File: config.mk
export PLATFORM = sky130hd
export DESIGN_NAME = ps2_key_decoder
export DESIGN_NICKNAME = d
export VERILOG_FILES = /design/src/rtl/ps2_key_decoder.sv
export SDC_FILE = /design/constraint.sdc
export NUM_CORES = 1
export LEC_CHECK = 0
export ABC_CLOCK_PERIOD_IN_PS = 5250
export CORE_MARGIN = 3
export CORE_UTILIZATION = 30
export CTS_BUF_LIST = sky130_fd_sc_hd__clkbuf_4 sky130_fd_sc_hd__clkbuf_8
export DETAILED_ROUTE_END_ITERATION = 8
export GPL_ROUTABILITY_DRIVEN = 0
export HOLD_SLACK_MARGIN = 0.1
export SLEW_MARGIN = 20
export SYNTH_ARGS = -nofsm -noshare
export SYNTH_HDL_FRONTEND = slang
export SYNTH_SLANG_ARGS = --single-unit
export TNS_END_PERCENT = 1
File: constraint.sdc
create_clock -name clk -period 5.25 [get_ports clk]
set_input_delay 0.7875 -clock clk [delete_from_list [all_inputs] [get_ports clk]]
set_output_delay 0.7875 -clock clk [all_outputs]
set_load 0.005 [all_outputs]
File: src/rtl/ps2_key_decoder.sv
// PS/2 keyboard receiver: conditions the pins, frames bytes, and decodes make/break/E0
// scan codes against a parameter table into per-key held levels and press/release pulses.
module ps2_key_decoder #(
  parameter int                    NUM_KEYS       = 3,
  parameter logic [9*NUM_KEYS-1:0] KEY_CODES      = {9'h029, 9'h175, 9'h172},
  parameter int                    FILTER_LEN     = 4,
  parameter int                    TIMEOUT_CYCLES = 100000
) (
  input  logic                clk,
  input  logic                clr,
  input  logic                kb_clk,
  input  logic                kb_data,
  output logic [NUM_KEYS-1:0] key_held,
  output logic [NUM_KEYS-1:0] key_press,
  output logic [NUM_KEYS-1:0] key_release,
  output logic                frame_valid,
  output logic [7:0]          frame_code,
  output logic                frame_err
);

  localparam int FCW = $clog2(FILTER_LEN + 1);
  localparam int TCW = $clog2(TIMEOUT_CYCLES + 1);

  typedef enum logic [1:0] {S_IDLE, S_DATA, S_PARITY, S_STOP} state_t;

  state_t              r_state;
  state_t              w_state_nxt;
  logic [1:0]          r_clk_sync;
  logic [1:0]          r_data_sync;
  logic                r_kb_clk_f;
  logic [FCW-1:0]      r_filt_cnt;
  logic [2:0]          r_bit_cnt;
  logic [7:0]          r_shift;
  logic                r_parity;
  logic [TCW-1:0]      r_to_cnt;
  logic                r_ext;
  logic                r_brk;
  logic [NUM_KEYS-1:0] r_held;
  logic [NUM_KEYS-1:0] r_press;
  logic [NUM_KEYS-1:0] r_release;
  logic                r_valid;
  logic [7:0]          r_code;
  logic                r_err;

  logic                w_clk_s;
  logic                w_data;
  logic                w_flip;
  logic                w_fe;
  logic                w_to_hit;
  logic                w_start;
  logic                w_shift_en;
  logic                w_par_ld;
  logic                w_stop;
  logic                w_timeout;
  logic                w_frame_ok;
  logic                w_frame_bad;
  logic                w_key_byte;
  logic [NUM_KEYS-1:0] w_match;
  logic [NUM_KEYS-1:0] w_press_nxt;
  logic [NUM_KEYS-1:0] w_release_nxt;

  assign w_clk_s = r_clk_sync[1];
  assign w_data  = r_data_sync[1];

  // NOTE: sequential state uses non-blocking assignments so every flop samples
  // the pre-edge value of its neighbours, exactly like the hardware.
  always_ff @(posedge clk) begin
    if (clr) begin
      r_clk_sync  <= 2'b11;
      r_data_sync <= 2'b11;
    end else begin
      r_clk_sync  <= {r_clk_sync[0], kb_clk};
      r_data_sync <= {r_data_sync[0], kb_data};
    end
  end

  // The filtered clock flips on the FILTER_LEN-th consecutive differing sample.
  assign w_flip = (w_clk_s != r_kb_clk_f) && (r_filt_cnt == FCW'(FILTER_LEN - 1));
  assign w_fe   = w_flip && r_kb_clk_f;

  always_ff @(posedge clk) begin
    if (clr) begin
      r_kb_clk_f <= 1'b1;
      r_filt_cnt <= '0;
    end else if (w_clk_s == r_kb_clk_f) begin
      r_filt_cnt <= '0;
    end else if (w_flip) begin
      r_kb_clk_f <= w_clk_s;
      r_filt_cnt <= '0;
    end else begin
      r_filt_cnt <= r_filt_cnt + 1'b1;
    end
  end

  assign w_to_hit = (r_to_cnt == TCW'(TIMEOUT_CYCLES - 1));

  always_ff @(posedge clk) begin
    if (clr) r_state <= S_IDLE;
    else     r_state <= w_state_nxt;
  end

  // NOTE: every always_comb output gets a default first, so no path can infer a latch.
  always_comb begin
    w_state_nxt = r_state;
    w_start     = 1'b0;
    w_shift_en  = 1'b0;
    w_par_ld    = 1'b0;
    w_stop      = 1'b0;
    w_timeout   = 1'b0;
    case (r_state)
      S_IDLE: begin
        if (w_fe && !w_data) begin
          w_start     = 1'b1;
          w_state_nxt = S_DATA;
        end
      end
      S_DATA: begin
        if (w_fe) begin
          w_shift_en = 1'b1;
          if (r_bit_cnt == 3'd7) w_state_nxt = S_PARITY;
        end
      end
      S_PARITY: begin
        if (w_fe) begin
          w_par_ld    = 1'b1;
          w_state_nxt = S_STOP;
        end
      end
      S_STOP: begin
        if (w_fe) begin
          w_stop      = 1'b1;
          w_state_nxt = S_IDLE;
        end
      end
      default: w_state_nxt = S_IDLE;
    endcase
    if ((r_state != S_IDLE) && !w_fe && w_to_hit) begin
      w_timeout   = 1'b1;
      w_state_nxt = S_IDLE;
    end
  end

  always_ff @(posedge clk) begin
    if (clr) begin
      r_bit_cnt <= '0;
      r_shift   <= '0;
      r_parity  <= 1'b0;
      r_to_cnt  <= '0;
    end else begin
      if (w_start)    r_bit_cnt <= '0;
      if (w_shift_en) begin
        r_shift   <= {w_data, r_shift[7:1]};
        r_bit_cnt <= r_bit_cnt + 1'b1;
      end
      if (w_par_ld)   r_parity <= w_data;
      if (w_fe || w_timeout || (r_state == S_IDLE)) r_to_cnt <= '0;
      else                                          r_to_cnt <= r_to_cnt + 1'b1;
    end
  end

  // Odd parity: the eight data bits plus the parity bit must XOR to 1.
  assign w_frame_ok  = w_stop && (^{r_shift, r_parity}) && w_data;
  assign w_frame_bad = (w_stop && !((^{r_shift, r_parity}) && w_data)) || w_timeout;
  assign w_key_byte  = w_frame_ok && (r_shift != 8'hE0) && (r_shift != 8'hF0);

  always_comb begin
    w_match = '0;
    for (int i = 0; i < NUM_KEYS; i++) begin
      w_match[i] = (KEY_CODES[9*i +: 9] == {r_ext, r_shift});
    end
  end

  assign w_press_nxt   = (w_key_byte && !r_brk) ? (w_match & ~r_held) : '0;
  assign w_release_nxt = (w_key_byte &&  r_brk) ? (w_match &  r_held) : '0;

  always_ff @(posedge clk) begin
    if (clr) begin
      r_ext     <= 1'b0;
      r_brk     <= 1'b0;
      r_held    <= '0;
      r_press   <= '0;
      r_release <= '0;
      r_valid   <= 1'b0;
      r_code    <= '0;
      r_err     <= 1'b0;
    end else begin
      r_press   <= w_press_nxt;
      r_release <= w_release_nxt;
      r_held    <= (r_held | w_press_nxt) & ~w_release_nxt;
      r_valid   <= w_frame_ok;
      r_err     <= w_frame_bad;
      if (w_frame_ok) r_code <= r_shift;
      if (w_frame_bad || w_key_byte) begin
        r_ext <= 1'b0;
        r_brk <= 1'b0;
      end else if (w_frame_ok && (r_shift == 8'hE0)) begin
        r_ext <= 1'b1;
      end else if (w_frame_ok && (r_shift == 8'hF0)) begin
        r_brk <= 1'b1;
      end
    end
  end

  assign key_held    = r_held;
  assign key_press   = r_press;
  assign key_release = r_release;
  assign frame_valid = r_valid;
  assign frame_code  = r_code;
  assign frame_err   = r_err;

endmodule

==> results by group <==
STA
  • Final Critical Period: 2.35 ns
  • Final WS setup: 2.90 ns
  • Max Fclk: 426 MHz
  • Clock Skews: 0.00833 ns
  • Rel. slew slack: 0.460
  • Worst-Margin Slew: 0.807 ns
  • RSZ-0062 raised after global routing: false
  • Final Cycle Share: 0.447
  • Final hold vios: 0
  • Final setup TNS: 0 ns
  • Final slew viol count: 0
  • Hold WS: 0.407 ns
  • Final setup violation count: 0

Synth
  • Compound-Gate Fraction of Synth Area: 0.103
  • Post-synthesis simple-gate area fraction: 0.261
  • Main synth FF type: dfxtp_1
  • Total of warnings raised by yosys: 0
  • Adder-cell share of the synthesized area: 0.0437
  • Top post-synthesis cells by area: dfxtp_1 (47%), nor2_1 (5.1%), a21oi_1 (4.9%), nand2_1 (4.7%), ha_1 (4.4%)
  • Yosys top cell by area: dfxtp_1
  • Cell Area, Synth: 2580 um2
  • Seq/Total Area, Yosys: 0.466
  • EDFF count, synth: 0
  • Post-synthesis mux area share: 0.00388
  • Asr flop ratio synth: 0
  • #FFs+latches synth: 60
  • Syn Area/Cell: 8.71 um2
  • Top-area cell type share of the netlist area: 0.466
  • Post-synthesis xor/xnor area fraction: 0.0902
  • Synthesized Nets: 309
  • Synth Instances: 296
  • Yosys cell types: 42
  • Largest family of logic cells by synthesized area: simple AND/OR/NAND/NOR gates

Place
  • Port Buffer Count: 22
  • Placed cell area: 2880 um2
  • Post-Place Setup Slack: 2.69 ns
  • DPL Wire Length: 3.24 mm
  • Dpl cells: 410

Status
  • Status: finished, final reports clean

Floorplan
  • Ports: 23
  • Die width: 98.7 um
  • Total number of placement rows: 33
  • Area of the core: 8300 um2
  • Die height: 98.7 um
  • Starting Density: 0.311
  • DIE AREA: 9740 um2

Drt
  • DRC viols: 0
  • Total number of vias: 2,032
  • Total Wirelength: 4.85 mm
  • DR pass1 iterations: 4
  • WL/cell: 11.4 um
  • DR iter-0 viols: 116
  • Post-route ant nets: 0
  • DR vias/cell: 4.77

Critical path
  • Critical path type: flop to flop
  • CP startpoint kind: flop
  • R2r setup slk: 2.90 ns
  • Worst Path Max Fanout: 14
  • Worst Setup End Kind: flop
  • Critical path arrival: 2.61 ns
  • CP required: 5.52 ns

Power and ir drop
  • Comb pwr share: 0.052
  • Peak VDD IR: 0.000155 V
  • PwrDens: 302 nW/um2
  • Part of the power in registers: 0.499
  • Sw frac: 0.220
  • Int Power: 0.730 mW
  • P_leak: 1.07 nW
  • Total design power: 0.936 mW
  • Clock power share: 0.449
  • Sw Pwr: 0.206 mW

Global route
  • Vias in the first global route: 1,896
  • GR Overflow Total: 0
  • Initial antenna violation count: 0
  • Total GRT Usage: 0.107
  • Largest net degree at the start of global routing: 36
  • Global-route wire length before repair: 8.46 mm

Run
  • Max Cap Viol: 0

Clocking
  • Clk slew on worst S/H paths: 0.07 ns
  • Post-cts resize count: 0
  • CTS tree: yes
  • Number of H-tree levels: 3
  • TritonCTS Buffers: 9
  • Longest Clk Path Bufs: 2
  • Num Clock Sinks: 60
  • Clock Latency Late Sink: 0.33 ns
  • CTS hold repair buffers: 0
  • Setup repair bufs after CTS: 0
  • CTS Root Cell: clkbuf_8

Layout
  • Final Util: 0.373
  • Fin area: 3090 um2
  • Final non-filler cell total: 426
  • Layout cell share with drive strength beyond 1: 0.0810
  • Antenna Cells: 0
  • Final #Nets: 329
  • Filler cells: 832
  • Area Overhead vs Synth: 20.0%

Hold path
  • Min-Delay Path Class: flop to flop
==> power groups by stage <==
stage | logic, mW | clock network, mW | registers [mW]
floorplan | 0.0396 | 0 | 0.476
global placement | 0.0475 | 0 | 0.477
detailed placement | 0.0496 | 0 | 0.477
CTS | 0.0501 | 0.435 | 0.467
global route | 0.0561 | 0.454 | 0.468
finish | 0.0487 | 0.420 | 0.467
==> layout make-up <==
| cell class | count | area (um2) | area share |
|---|---|---|---|
| timing repair buffer | 23 | 228 | 0.0736 |
| tap | 105 | 131 | 0.0425 |
| multi-input combinational | 215 | 1300 | 0.421 |
| clock buffer | 12 | 159 | 0.0514 |
| inverter | 7 | 26.3 | 0.00849 |
| sequential | 60 | 1200 | 0.388 |
| clock inverter | 4 | 47.5 | 0.0154 |
==> cells by family (layout without fill, tap and decap cells) <==
kind of cell    count (synthesis)  after routing
fa+ha+maj                       9              9
simple gates                  134            134
mux                             1              1
buf+inv                        21             46
compound gates                 47             47
flops                          60             60
xor+xnor                       24             24
==> sequential cells by signal, summed over array words and instances (netlist names) <==
name         flops
r_data_sync      2
r_kb_clk_f       1
r_clk_sync       2
r_bit_cnt        3
r_shift          8
r_state          2
key_press        3
r_filt_cnt       3
frame_valid      1
key_held         3
r_ext            1
r_brk            1
r_parity         1
frame_code       8
key_release      3
r_to_cnt        17
frame_err        1
==> cell usage after synthesis, drive strengths merged, types with 2 or more instances <==
master,n
and2b,2
nand2,32
xnor2,13
o21ai,12
a21oi,25
nor3b,2
inv,7
or4,3
a22oi,2
and2,2
dfxtp,60
ha,9
nor2,35
a31o,2
buf,3
nand3,18
xor2,10
nor4,3
or2,4
nor3,8
o31ai,2
nand4,4
and3,6
nor2b,3
and4,3
clkbuf,11
and3b,3
==> routing by layer <==
metal  track usage  share of wire  vias up
met1         0.136           0.50      938
li1              -              -     1055
met2         0.163           0.44       30
met3        0.0410          0.040        9
met5             0              0        -
met4        0.0431          0.013        0
==> path summary, 6_finish.rpt <==
check,startpoint,cells past startpoint,end
setup / recovery,r_filt_cnt[0],6,key_held[0]
hold / removal,r_data_sync[0],1,r_data_sync[1]
setup reg to reg,r_filt_cnt[0],6,key_held[0]
hold reg to reg,r_data_sync[0],1,r_data_sync[1]
==> critical path: stages, from the launching register on <==
cell,delay [ns]
dfxtp_1,0.34
ha_1,0.15
ha_1,0.21
and3b_1,0.39
nand3_1,0.44
or4_1,0.61
a21oi_1,0.14
==> cells in the final DEF (no fill, tap or decap), drive strengths merged, types with 3 or more instances in the layout <==
cell,n
dfxtp,60
nor2,35
nand2,32
a21oi,25
clkdlybuf4s50,22
nand3,18
xnor2,13
o21ai,12
clkbuf,12
xor2,10
ha,9
nor3,8
inv,7
and3,6
or2,4
nand4,4
and3b,3
nor2b,3
nor4,3
or4,3
and4,3
(Power assumes the default switching activity.)
==> patch 1: new RTL, same flow settings <==
The 4 states of `state_t` get a Gray code encoding in 2 bits.
--- a/src/rtl/ps2_key_decoder.sv
+++ b/src/rtl/ps2_key_decoder.sv
@@ -22,5 +22,5 @@
   localparam int TCW = $clog2(TIMEOUT_CYCLES + 1);
 
-  typedef enum logic [1:0] {S_IDLE, S_DATA, S_PARITY, S_STOP} state_t;
+  typedef enum logic [1:0] {S_IDLE = 2'b00, S_DATA = 2'b01, S_PARITY = 2'b11, S_STOP = 2'b10} state_t;
 
   state_t              r_state;
Check against the original RTL: no difference found for any inputs over 10 cycles, from zero or initial values; not proved beyond that.
==> patch 1 against the original RTL <==
  * Utilization about the same
  * Area after synthesis up 0.24%
  * Setup slack worse by 0.12 ns
  * Hold slack better by 0.0087 ns
  * Sequential cell count unchanged
  * Wire length is 1.5% higher
  * Cell area about the same
  * Critical path type unchanged
  * Largest cell class unchanged
Power is not compared: it rests on default switching activity, and its combinational part moved more than twofold at a synthesized area within 25%.
==> patch 1: results (changes against the original RTL) <==
- Detail Route met2 WL: 2230 µm (+4.0%)
- Signal inverters: 10 (+3)
- Reg2reg path depth: 7 (+1)
- Xor/xnor share of the synthesized area: 9.97% (+0.95 points)
- Number of fill cells: 811 (-2.5%)
- Ranking of synthesized cells by area: dfxtp_1, nor2_1, mux2i_1
- Post-Syn Area: 2580 µm² (+0.24%)
- Register area share after synthesis: 46.5% (-0.11 points)
- Initial antenna violation count: 0 (unchanged)
- Largest net degree at the start of global routing: 34 (-5.6%)
- Proportion of synthesized area in mux cells: 5.08% (+4.7 points)
- Met1 Use GR: 13.4% (-0.15 points)
- Met3 Wirelength: 168 µm (-13%)
- Buffer share of cell area: 7.37% (about the same)
- Dpl hpwl: 3390 µm (+4.6%)
- Met3 Track Usage GR: 3.61% (-0.50 points)
- Nets: 303 (-7.9%)
- Largest stage delay on the critical path: 0.50 ns (-0.11 ns)
- Clock Skews: 0.0119 ns (+0.00353 ns)
- Netlist cell types: 45 (+7.1%)
- Tot GR Track Use: 10.8% (+0.14 points)
- Synth Area in Compound Gates: 8.33% (-2.0 points)
- Max-cap viol count: 0 (unchanged)
- Routed Wire Length: 4930 µm (+1.5%)
- Count of multi-input gates: 190 (-12%)
- Design area: 3090 µm² (about the same)
- Layout cells sized above 1: 10.0% (+1.9 points)
- Worst hold slack: 0.416 ns (+0.00869 ns)
- Drt first pass iters: 4 (unchanged)
- Clk buf depth: 2 (unchanged)
- Cells after DPL: 388 (-5.4%)
- # clk buffers: 11 (-1)
- DRT iter0 DRCs: 88 (-24%)
- Worst R2R Setup Slack: 2.78 ns (-0.12 ns)
- Vias per cell: 4.86 (+1.9%)
- Via count of the first global-routing pass: 1860 (-1.9%)
- Post-synthesis adder-cell area fraction: 2.42% (-1.9 points)
- Post-synthesis instance total: 269 (-9.1%)
- Final worst path period share: 47.0% (+2.3 points)
- Vias: 1964 (-3.3%)
- Critical Path End: key_held[2]
- Crit path DAT: 2.68 ns (+0.07 ns)
- First-pass GRT wire length: 8380 µm (-0.90%)
- Met2 usage: 16.3% (about the same)
- Synth top cells by count: dfxtp_1, nor2_1, nand3_1
- Syn_nets: 278 (-10%)
- Setup crit start kind: register
- Least-Margin Pin Slew: 0.590 ns (-0.217 ns)
- ClkCell Share: 6.07% (-0.60 points)
- Area of the multi-input gates: 1310 µm² (+0.38%)
- DRT met1 WL: 2400 µm (-2.1%)
- CP max-delay cell: nor2_1
- Status: finished, final reports clean
- Crit-path max FO: 10 (-4)
## patch 1: cell count changes after synthesis, sizes merged, moves of 3 or more
cell,delta
a21oi,-13
clkbuf,-5
ha,-4
inv,+3
mux2i,+11
nand2,-22
nor2,+5
nor3,-6
o311ai,+3
o41ai,+3
## patch 1: cell families (layout without fill, tap and decap cells)
family	Yosys count	after routing
fa+ha+maj	5	5
simple gates	115	115
compound gates	34	34
buf+inv	19	49
mux	13	13
flops	60	60
xor+xnor	23	23
## patch 1: power breakdown
part | internal (mW) | switching, mW | total [mW] | leakage (nW)
Combinational | 0.00438 | 0.00608 | 0.0105 | 0.500
Sequential | 0.457 | 0.00106 | 0.458 | 0.484
Clock | 0.196 | 0.184 | 0.380 | 0.0876
Total | 0.658 | 0.191 | 0.848 | 1.07
## patch 1: critical path: cells and delay by family (launching register included)
family / cells / cell delay, ns
flops: 1 / 0.34
fa+ha+maj: 2 / 0.37
simple gates: 3 / 1.10
compound gates: 2 / 0.56
==> patch 2: new RTL, config.mk and constraints unchanged <==
Made on the original files. `FILTER_LEN`: 4 -> 8.
--- a/src/rtl/ps2_key_decoder.sv
+++ b/src/rtl/ps2_key_decoder.sv
@@ -4,5 +4,5 @@
   parameter int                    NUM_KEYS       = 3,
   parameter logic [9*NUM_KEYS-1:0] KEY_CODES      = {9'h029, 9'h175, 9'h172},
-  parameter int                    FILTER_LEN     = 4,
+  parameter int                    FILTER_LEN     = 8,
   parameter int                    TIMEOUT_CYCLES = 100000
 ) (
Function: same outputs for any inputs over 10 cycles, from zero or initial values; that may be too few to reach the edited logic, so the function may still have changed.
==> patch 2 against the original RTL <==
  * Area after synthesis is 3.7% higher
  * Setup slack worse by 0.0011 ns
  * Cell area is 2.9% higher
  * Total power hardly changed
  * Wire length is 0.95% lower
  * Sequential share of layout area is 0.45 points lower
  * Final cell count is 4.0% lower
  * Sequential cell count is 1 higher
  * Clock skew is 0.0036 ns higher
  * Via count is 4.8% lower
  * Die area is 3.5% higher
  * Sequential power is 2% higher
  * Critical path type unchanged
  * Largest power group unchanged
  * Highest routed layer unchanged
==> patch 2: results (changes against the original RTL) <==
- Largest stage delay on the critical path: 0.67 ns (+0.06 ns)
- P_seq: 0.475 mW (+2%)
- Cells after DPL: 393 (-4.1%)
- Root Buffer: clkbuf_8
- IO buf count: 22 (unchanged)
- Drt first pass iters: 4 (unchanged)
- Top delay family on crit path: simple AND/OR/NAND/NOR gates
- Post-cts repair resize count: 0 (unchanged)
- Ant. Diodes: 0 (unchanged)
- Buffer share of cell area: 7.15% (-0.21 points)
- Largest net degree at the start of global routing: 39 (+8.3%)
- Post-Syn Area per Cell: 9.65 µm² (+11%)
- Seq area share: 38.4% (-0.45 points)
- Ys flop type: dfxtp_1
- Switching share of total power: 24.2% (+2.2 points)
- Ranking of synthesized cells by area: dfxtp_1, mux2i_1, nor2_1
- Clk buf depth: 2 (unchanged)
- First-pass GRT wire length: 8360 µm (-1.1%)
- CP max-delay cell: or4b_2
- Post-CTS Setup Bufs: 0 (unchanged)
- Worst hold path type: reg -> reg
- CTS clock-pin slew for the worst setup and hold paths: 0.07 ns (about the same)
- Final core occ: 37.8% (+0.51 points)
- Syn_nets: 289 (-6.5%)
- Synth top cells by count: dfxtp_1, nor2_1, mux2i_1
- Signal inverters: 7 (unchanged)
- DRT iter0 DRCs: 92 (-21%)
- Largest register FFs: 17 (unchanged)
- Total power: 0.936 mW (about the same)
- Leak pwr: 1.19 nW (+11%)
- Yosys warns: 0 (unchanged)
- Status: finished, final reports clean
- Clock Skews: 0.0119 ns (+0.00358 ns)
- Placed inst area: 2980 µm² (+3.6%)
- Design area: 3180 µm² (+2.9%)
- Slew HR: 58.7% (+13 points)
- Dpl hpwl: 3300 µm (+1.6%)
- Nets: 311 (-5.5%)
- Netlist cell types: 43 (+2.4%)
- Initial antenna violation count: 0 (unchanged)
- Maximum VDD drop: 0.141 mV (-8.7%)
- H-tree levels: 3 (unchanged)
- Area of the multi-input gates: 1380 µm² (+5.8%)
- Crit-path max FO: 17 (+3)
- Count of multi-input gates: 197 (-8.4%)
- Most flops, register: r_to_cnt
- Insertion delay to the later sink of the worst-skew pair: 0.33 ns (about the same)
- DR WL/cell: 11.8 µm (+3.2%)
- Layout cells sized above 1: 9.87% (+1.8 points)
- Routed Wire Length: 4810 µm (-0.95%)
- # clk buffers: 9 (-3)
- Dpl ws: 2.65 ns (-0.0431 ns)
- Tot GR Track Use: 10.2% (-0.49 points)
- Number of fill cells: 862 (+3.6%)
- Register area share after synthesis: 45.7% (-0.91 points)
- ClkCell Share: 6.29% (-0.38 points)
- CTS Sinks: 61 (+1.7%)
- Vias: 1935 (-4.8%)
- Clk. pwr: 0.411 mW (-2%)
patch 2: cell count changes in the layout (fill, tap and decap cells not counted), sizes merged, moves of 5 or more:
cell	before	now
nand3	18	13
mux2i	1	21
nor3	8	3
nor2	35	53
nand2	32	4
o21ai	12	2
a21oi	25	5
patch 2: worst paths after layout:
kind	to	slack, ns	cells after the start	from
max reg2reg	r_to_cnt[14]	2.90	4	r_to_cnt[8]
min	r_data_sync[1]	0.41	1	r_data_sync[0]
max	r_to_cnt[14]	2.90	4	r_to_cnt[8]
min reg2reg	r_data_sync[1]	0.41	1	r_data_sync[0]
patch 2: metal layers:
layer,vias up,GRT usage (%),share of wire [%]
li1,1004,-,-
met1,894,13.3,51
met2,32,15.8,44
met3,5,3.75,3.8
met4,0,3.11,0.79
met5,-,0,0
patch 2: cell families after synthesis:
group	after synthesis	share of synthesized area, %
flops	61	45.7
buf+inv	19	2.85
compound gates	19	4.82
fa+ha+maj	8	3.74
simple gates	125	25.3
mux	21	8.33
xor+xnor	24	9.31
